File: src/rtl/touch_report_pkg.sv
// Shared constants, FSM state type and report byte packing for the touch report UART transmitter.
package touch_report_pkg;

  localparam int REPORT_BYTES = 5;
  localparam int HDR_BIT      = 7;

  typedef enum logic [1:0] {
    ST_IDLE  = 2'd0,
    ST_START = 2'd1,
    ST_DATA  = 2'd2,
    ST_STOP  = 2'd3
  } tx_state_t;

  // Byte 0 carries the sync/header bit; the coordinate bytes keep bit 7 clear.
  function automatic logic [7:0] report_byte(input logic [2:0]  idx,
                                             input logic        pen,
                                             input logic [11:0] x,
                                             input logic [11:0] y);
    logic [7:0] b;
    b = 8'h00;
    case (idx)
      3'd0: begin
        b[HDR_BIT] = 1'b1;
        b[0]       = pen;
      end
      3'd1:    b = {1'b0, x[6:0]};
      3'd2:    b = {3'b000, x[11:7]};
      3'd3:    b = {1'b0, y[6:0]};
      3'd4:    b = {3'b000, y[11:7]};
      default: b = 8'h00;
    endcase
    return b;
  endfunction

endpackage

File: src/rtl/touch_report_uart_tx_byte.sv
// 8N1 bit engine: sends one byte per accepted transfer; a byte offered in the
// last stop-bit cycle follows with no idle gap.
// state   | meaning
// IDLE    | line idle (txd=1), waiting for a byte
// START   | start bit (txd=0)
// DATA    | eight data bits, LSB first
// STOP    | stop bit (txd=1); next byte may be taken on its last cycle
module uart_tx_byte
  import touch_report_pkg::*;
#(
  parameter int CLKS_PER_BIT = 4
) (
  input  logic       clk,
  input  logic       reset,
  input  logic       byte_valid_i,
  input  logic [7:0] byte_data_i,
  output logic       byte_ready_o,
  output logic       idle_o,
  output logic       txd_o
);

  localparam int              CW        = (CLKS_PER_BIT > 2) ? $clog2(CLKS_PER_BIT) : 1;
  localparam logic [CW-1:0]   BAUD_LAST = CW'(CLKS_PER_BIT - 1);

  tx_state_t     state_q, state_d;
  logic [CW-1:0] baud_q, baud_d;
  logic [2:0]    bit_q, bit_d;
  logic [7:0]    shreg_q, shreg_d;
  logic          txd_q, txd_d;
  logic          bit_end;
  logic          take;

  assign bit_end      = (baud_q == BAUD_LAST);
  assign idle_o       = (state_q == ST_IDLE);
  assign byte_ready_o = idle_o || ((state_q == ST_STOP) && bit_end);
  assign take         = byte_valid_i && byte_ready_o;
  assign txd_o        = txd_q;

  always_comb begin
    state_d = state_q;
    baud_d  = baud_q;
    bit_d   = bit_q;
    shreg_d = shreg_q;
    txd_d   = txd_q;

    if (state_q != ST_IDLE) begin
      baud_d = bit_end ? '0 : baud_q + CW'(1);
    end

    case (state_q)
      ST_START: begin
        if (bit_end) begin
          state_d = ST_DATA;
          bit_d   = 3'd0;
          txd_d   = shreg_q[0];
        end
      end
      ST_DATA: begin
        if (bit_end) begin
          if (bit_q == 3'd7) begin
            state_d = ST_STOP;
            txd_d   = 1'b1;
          end else begin
            bit_d   = bit_q + 3'd1;
            txd_d   = shreg_q[1];
            shreg_d = {1'b0, shreg_q[7:1]};
          end
        end
      end
      ST_STOP: begin
        if (bit_end) begin
          state_d = ST_IDLE;
        end
      end
      default: ;
    endcase

    // Taking a byte overrides the STOP->IDLE exit to keep bytes back-to-back.
    if (take) begin
      state_d = ST_START;
      baud_d  = '0;
      txd_d   = 1'b0;
      shreg_d = byte_data_i;
    end
  end

  always_ff @(posedge clk or posedge reset) begin
    if (reset) begin
      state_q <= ST_IDLE;
      baud_q  <= '0;
      bit_q   <= 3'd0;
      shreg_q <= 8'h00;
      txd_q   <= 1'b1;
    end else begin
      state_q <= state_d;
      baud_q  <= baud_d;
      bit_q   <= bit_d;
      shreg_q <= shreg_d;
      txd_q   <= txd_d;
    end
  end

endmodule

File: src/rtl/touch_report_uart_tx.sv
// Touch report transmitter: latches one pen/X/Y report and streams it as five
// back-to-back 8N1 bytes through the byte engine.
module touch_report_uart_tx
  import touch_report_pkg::*;
#(
  parameter int CLK_HZ       = 50_000_000,
  parameter int BAUD         = 9600,
  parameter int CLKS_PER_BIT = CLK_HZ / BAUD
) (
  input  logic        clk,
  input  logic        reset,
  input  logic        report_valid,
  output logic        report_ready,
  input  logic        pen_down,
  input  logic [11:0] x,
  input  logic [11:0] y,
  output logic        txd,
  output logic        busy
);

  logic [24:0] hold_q, hold_d;
  logic [2:0]  byte_idx_q, byte_idx_d;
  logic        eng_idle;
  logic        eng_ready;
  logic        byte_valid;
  logic [7:0]  byte_data;
  logic        last_byte;

  assign last_byte    = (byte_idx_q == 3'(REPORT_BYTES - 1));
  assign report_ready = eng_idle;
  assign busy         = !eng_idle;

  // B0 comes straight from the inputs so its start bit can begin on the accept edge.
  always_comb begin
    byte_valid = 1'b0;
    byte_data  = 8'h00;
    hold_d     = hold_q;
    byte_idx_d = byte_idx_q;

    if (eng_idle) begin
      byte_valid = report_valid;
      byte_data  = report_byte(3'd0, pen_down, x, y);
    end else begin
      byte_valid = !last_byte;
      byte_data  = report_byte(byte_idx_q + 3'd1, hold_q[24], hold_q[23:12], hold_q[11:0]);
    end

    if (byte_valid && eng_ready) begin
      if (eng_idle) begin
        hold_d     = {pen_down, x, y};
        byte_idx_d = 3'd0;
      end else begin
        byte_idx_d = byte_idx_q + 3'd1;
      end
    end
  end

  always_ff @(posedge clk or posedge reset) begin
    if (reset) begin
      hold_q     <= '0;
      byte_idx_q <= 3'd0;
    end else begin
      hold_q     <= hold_d;
      byte_idx_q <= byte_idx_d;
    end
  end

  uart_tx_byte #(
    .CLKS_PER_BIT(CLKS_PER_BIT)
  ) u_tx_byte (
    .clk         (clk),
    .reset       (reset),
    .byte_valid_i(byte_valid),
    .byte_data_i (byte_data),
    .byte_ready_o(eng_ready),
    .idle_o      (eng_idle),
    .txd_o       (txd)
  );

endmodule

File: config.mk
export PLATFORM = sky130hd
export DESIGN_NAME = touch_report_uart_tx
export DESIGN_NICKNAME = d
export VERILOG_FILES = /design/src/rtl/touch_report_pkg.sv /design/src/rtl/touch_report_uart_tx_byte.sv /design/src/rtl/touch_report_uart_tx.sv
export SDC_FILE = /design/constraint.sdc
export NUM_CORES = 1
export LEC_CHECK = 0
export ABC_AREA = 0
export BUFFER_PORTS_ARGS = -buffer_cell sky130_fd_sc_hd__buf_2
export CORE_MARGIN = 4
export CORE_UTILIZATION = 25
export CTS_CLUSTER_DIAMETER = 150
export CTS_CLUSTER_SIZE = 12
export DETAILED_ROUTE_END_ITERATION = 12
export PLACE_DENSITY_LB_ADDON = 0.08
export RECOVER_POWER = 100
export SETUP_SLACK_MARGIN = 0.4
export SYNTH_ARGS = -nofsm -noshare
export SYNTH_HDL_FRONTEND = slang
export SYNTH_SLANG_ARGS = --single-unit
File: constraint.sdc
create_clock -name clk -period 3.6 [get_ports clk]
set_input_delay 0.18 -clock clk [delete_from_list [all_inputs] [get_ports clk]]
set_output_delay 0.18 -clock clk [all_outputs]
set_load 0.02 [all_outputs]
# After elaboration in Yosys (flattened, before gate mapping)

Cells that the tools add are included.

Add/subtract/negate cells: 3
Equality and inequality tests: 18
Mux-type cells: 28
Reductions and logical operators: 19

Operators by type and width:

| cell                                                  | number |
|---|---|
| 2-to-1 mux 8 bit                                      | 5 |
| 2-to-1 mux 13 bit                                     | 3 |
| case mux 6 bit (4 select lines)                       | 1 |
| adder 13 x 1 -> 13 bit, second input constant         | 1 |
| == test 13 bit, second input constant                 | 1 |
| 2-to-1 mux 3 bit                                      | 4 |
| inequality test 3 x 1 -> 1 bit, second input constant | 4 |
| 2-to-1 mux 2 bit                                      | 5 |
| nonzero test 2 bit                                    | 5 |
| == test 3 bit, second input constant                  | 3 |
| adder 3 x 1 -> 3 bit, second input constant           | 2 |
| == test 3 x 2 -> 1 bit, second input constant         | 2 |
| 2-to-1 mux 1 bit                                      | 6 |
| inequality test 2 x 1 -> 1 bit, second input constant | 3 |
| case mux 2 bit (3 select lines)                       | 1 |
| case mux 3 bit (2 select lines)                       | 1 |
| AND reduction 3 bit                                   | 2 |
| case mux 1 bit (5 select lines)                       | 1 |
| AND reduction 5 bit                                   | 1 |
| == test 2 bit, second input constant                  | 2 |
| AND reduction 4 bit                                   | 1 |
| nonzero test 4 bit                                    | 1 |
| == test 3 x 1 -> 1 bit, second input constant         | 1 |
| logical NOT 3 bit                                     | 1 |
| other kinds (9)                                       | 11 |

Flip-flop bits (word level): 55
Input bits: 28
Output and inout port bits: 3
Word-level logic and storage cells: 75

# Logic depth before layout (Yosys ltp)

Word-level depth: 6
Depth in mapped cells: 9
Mapped depth without buffers: 7

# Cells and area by module

A second synthesis with hierarchy kept.

Cell total of the unflattened synthesis: 263
Area, all modules: 2972.9 µm²

By module, submodules not included:

| module               | instances | cells an instance | area an instance (µm²) | sequential area each (µm²) |
|---|---|---|---|---|
| uart_tx_byte         | 1         | 148               | 1549.0                 | 676.9 |
| touch_report_uart_tx | 1         | 115               | 1423.9                 | 700.7 |

# Worst setup path before layout

OpenSTA, ideal clock, no wires.

Kind: flip-flop to flip-flop
From: reg u_tx_byte.state_q[0]
To: reg hold_q[10]
Setup time: 0.125 ns
Data arrival time: 2.154 ns
Data required time: 3.475 ns
Slack: 1.321 ns
Cell stages (with the launch flop): 8
Path buffers: 3
Period minus slack after synthesis: 2.279 ns
Path through: dfrtp_1 > inv_1 > ha_1 > clkbuf_1 > nand2_1 > clkbuf_1 > buf_1 > mux2_2

Elaborated cells on any way between the ends: 7
Those cells by class: 1 x eq/ne; 1 x mux; 5 x reduce/logical

RTL lines:

| element                                                     | line                                                        | source |
|---|---|---|
| start: declaration                                          | touch_report_uart_tx_byte.sv:25                             | `tx_state_t state_q, state_d;` |
| start signal: assignment                                    | touch_report_uart_tx_byte.sv:95                             | `state_q <= state_d;` |
| logical NOT 2 bit (*)                                       | touch_report_uart_tx_byte.sv:34                             | `assign idle_o = (state_q == ST_IDLE);` |
| net report_ready                                            | touch_report_uart_tx.sv:13                                  | `output logic report_ready,` |
| 2-to-1 mux 1 bit / logical OR 1 bit (equally long branches) | touch_report_uart_tx.sv:40, touch_report_uart_tx_byte.sv:35 |  |
| logical AND 1 bit                                           | touch_report_uart_tx.sv:48                                  | `if (byte_valid && eng_ready) begin` |
| AND reduction 2 bit (no line) (*)                           | n/a                                                         |  |
| end signal: assignment                                      | touch_report_uart_tx.sv:63                                  | `hold_q <= hold_d;` |
| end: declaration                                            | touch_report_uart_tx.sv:21                                  | `logic [24:0] hold_q, hold_d;` |

The timed path passes the listed nets; every way through them passes the cells marked *.
A chain may end at the register's enable or synchronous reset.

# Worst setup path in the final report

From: reg u_tx_byte.baud_q[9]
To: reg u_tx_byte.baud_q[10]

Cells in the longest elaborated chain, start to end: 5
Elaborated cells on any way between the ends: 9
Those cells by class: 1 x add/sub; 1 x eq/ne; 3 x mux; 4 x reduce/logical

RTL lines:

| element                                                        | line                            | source |
|---|---|---|
| start: declaration                                             | touch_report_uart_tx_byte.sv:26 | `logic [CW-1:0] baud_q, baud_d;` |
| start signal: assignment                                       | touch_report_uart_tx_byte.sv:96 | `baud_q <= baud_d;` |
| branches (longest 5 deep; another with adder 13 x 1 -> 13 bit) | n/a                             |  |

Parallel ways; which one is timed is not known. The select of a mux whose other input is x is not followed.

==> impl_metrics.json <==
{
  "status": "complete, no violations",
  "clkPwrFrac": 0.362,
  "avgSynthCellArea_um2": 11.2,
  "synth_area_leaders": "dfrtp_1, mux2_2, ha_1",
  "skew_ns": 0.0131,
  "synthToLayoutAreaGrowth_pct": 12.8,
  "drc": 0,
  "p_per_area_nw_per_um2": 321,
  "dpl-instance-area_um2": 3070,
  "viasPerCell": 4.65,
  "synthDistinctLibCells": 43,
  "final_antenna_net_count": 0,
  "cts_made_buffers": 5,
  "hold_path_class": "primary input to flop",
  "drtIter0Drc": 117,
  "final_nets": 320,
  "routed_wl_um": 6280,
  "fp.dieH_um": 114,
  "tns_ns": 0,
  "core_um2": 10900,
  "worst_slew_pin_slew_ns": 1.33,
  "place_congestion": 0.708,
  "max_freq_mhz": 357,
  "period_share": 0.779,
  "cp_slowest_cell": "o21ai_0",
  "groute.usage.overall": 0.102,
  "clkTransAtPathRegs_ns": 0.11,
  "clockRootBuffer": "clkbuf_8",
  "yosysSeqAreaShare": 0.491,
  "synthXorXnorAreaFrac": 0.0344,
  "path_class": "flop to flop",
  "rsz0062_at_grt": "no",
  "dp_hpwl_um": 4380,
  "reg2reg_slack_ns": 0.80,
  "synth_fp_nets": 292,
  "async_flop_share": 1.00,
  "synth_edf_count": 0,
  "synth.top_cell.area_share": 0.482,
  "grt_pass1_vias": 2030,
  "io_buffer_count": 30,
  "start_util": 0.258,
  "slew_violations": 0,
  "yosys.area.top_type": "dfrtp_1",
  "p_switching_mw": 0.243,
  "synth-main-ff-cell": "dfrtp_1",
  "setup_violations": 0,
  "slew-limit-headroom": 0.115,
  "cts_tree": "built",
  "worstPathArrival_ns": 2.96,
  "swShare": 0.240,
  "cp_max_fo": 11,
  "clock_latency_ns": 0.32,
  "antenna_cells": 0,
  "h-tree-depth": 2,
  "grt_max_degree": 35,
  "final_cell_area_um2": 3160,
  "grt_overflow_total": 0,
  "crit_chain": "or4b_1, or3_1, o21ai_0, nor2_1",
  "grt_pass1_wl_um": 10500,
  "dr_total_vias": 1949,
  "antenna_found_initial": 0,
  "maxCapViolCount": 0,
  "p_leak_nw": 1.48,
  "drtPass1Iterations": 4,
  "cts_buffer_depth": 2,
  "wl_per_cell_um": 15.0,
  "combPwrFrac": 0.028,
  "die_area_um2": 13000,
  "dp.cells": 410,
  "critPathCaptureType": "flop",
  "ys_ff_latch": 55,
  "synth_top_family_by_area": "compound AO/OA/AOI/OAI gates",
  "finalNonFillerCells": 419,
  "intPower_mw": 0.770,
  "synthAdderAreaFrac": 0.0625,
  "fin_crit_ns": 2.80,
  "p_seq_frac": 0.609,
  "yosys.area_share.simple": 0.116,
  "start_kind": "flop",
  "finalHoldViolations": 0,
  "peakVddDrop_mv": 0.168,
  "synth-compound-area-share": 0.133,
  "synthMuxAreaShare": 0.125,
  "ios": 31,
  "rows": 38,
  "cts.sinks": 55,
  "drive_gt1_frac": 0.233,
  "fp.dieW_um": 114,
  "cts_resized": 0,
  "critical-path-max-stage-delay_ns": 1.06,
  "syn_inst": 250,
  "synth_area_um2": 2800,
  "yosysWarningCount": 0,
  "required_ns": 3.75
}
## layout by cell type (no fill, tap or decap), types with 6 or more instances in the layout
cell type | Yosys | final
dfrtp_1 | 54 | 54
a21oi_1 | 6 | 6
buf_2 | 3 | 27
xor2_1 | 10 | 10
o21ai_0 | 8 | 19
nand3_1 | 11 | 11
mux2i_1 | 8 | 8
nand2_1 | 12 | 12
ha_1 | 14 | 14
inv_1 | 10 | 10
nor2_1 | 20 | 20
mux2_2 | 24 | 24
## synth_stat cells, types with 2 or more instances
| library cell | number |
|---|---|
| dfrtp_1 | 54 |
| mux2_2 | 24 |
| nor2_1 | 20 |
| ha_1 | 14 |
| o21ai_1 | 14 |
| nand2_1 | 12 |
| nand3_1 | 11 |
| inv_1 | 10 |
| xor2_1 | 10 |
| mux2i_1 | 8 |
| o21ai_0 | 8 |
| a21oi_1 | 6 |
| a222oi_1 | 5 |
| clkbuf_1 | 5 |
| nand4_1 | 4 |
| a22o_1 | 3 |
| a22oi_1 | 3 |
| and4_1 | 3 |
| buf_2 | 3 |
| buf_6 | 3 |
| nor3_1 | 3 |
| o211ai_1 | 3 |
| o2bb2ai_1 | 3 |
| nand2b_1 | 2 |
## worst max-delay path, delay by kind of cell (launching register included)
kind            cells  cell delay [ns]
flops               1             0.41
simple gates        3             1.16
compound gates      1             1.06
## metal layers
layer	vias to the layer above	global-route usage	share of wire	routed length [µm]
met4	0	0.0238	0.0073	46
met2	30	0.159	0.45	2840
met5	-	0	0	0
met1	958	0.142	0.51	3180
li1	957	-	-	-
met3	4	0.0271	0.035	217
## through the flow
step | power [mW] | setup slack (ns) | hold slack [ns] | util
floorplan | 0.639 | 1.32 | 0.331 | -
global placement | 0.660 | 1.19 | 0.373 | 0.282
detailed placement | 0.660 | 1.15 | 0.366 | 0.282
CTS | 1.04 | 1.12 | 0.0585 | 0.292
global route | 1.07 | 0.496 | 0.0552 | 0.290
finish | 1.01 | 0.797 | 0.0782 | 0.290
## power by group through the flow
stage | clock network (mW) | logic (mW) | registers [mW]
2_1_floorplan | 0 | 0.00980 | 0.630
3_3_place_gp | 0 | 0.0308 | 0.629
3_5_place_dp | 0 | 0.0306 | 0.629
4_1_cts | 0.394 | 0.0314 | 0.618
5_1_grt | 0.417 | 0.0337 | 0.618
6_report | 0.367 | 0.0288 | 0.618
## state kept, by name, summed over array words and instances, names as in the netlist
register,cells
u_tx_byte.baud_q,13
u_tx_byte.txd_o,1
byte_idx_q,3
hold_q,25
u_tx_byte.shreg_q,8
u_tx_byte.bit_q,3
u_tx_byte.state_q,2
## layout make-up
cell class | count | area [µm²]
Fill cell | 1134 | 7730
Tap cell | 140 | 175
Inverter | 10 | 37.5
Multi-Input combinational cell | 173 | 1310
Sequential cell | 55 | 1380
Clock inverter | 3 | 23.8
Clock buffer | 5 | 68.8
Timing Repair Buffer | 33 | 168
## final timing paths
path	to	start	cells past startpoint
worst max register to register	u_tx_byte.baud_q[10]	u_tx_byte.baud_q[9]	4
max in group asynchronous	hold_q[8]	reset	4
worst min register to register	hold_q[24]	hold_q[24]	2
min in group asynchronous	u_tx_byte.state_q[0]	reset	3
worst min-delay path	hold_q[5]	y[5]	2
worst max-delay path	u_tx_byte.baud_q[10]	u_tx_byte.baud_q[9]	4
## repair_timing
action / in CTS / in global routing
hold buffers: 1 / 0
buffers inserted: 0 / 0
endpoints found under the hold margin: 11 / 0
## kinds of logic (layout without fill, tap and decap cells)
logic type / Yosys count / in the layout
AO/OA/AOI/OAI: 53 / 53
XOR/XNOR: 11 / 11
adder cells (fa/ha/maj): 14 / 14
buffers and inverters: 22 / 51
flip-flops: 55 / 55
multiplexers: 32 / 32
AND/OR/NAND/NOR: 63 / 63
No activity file was read; power rests on OpenSTA's default activity.
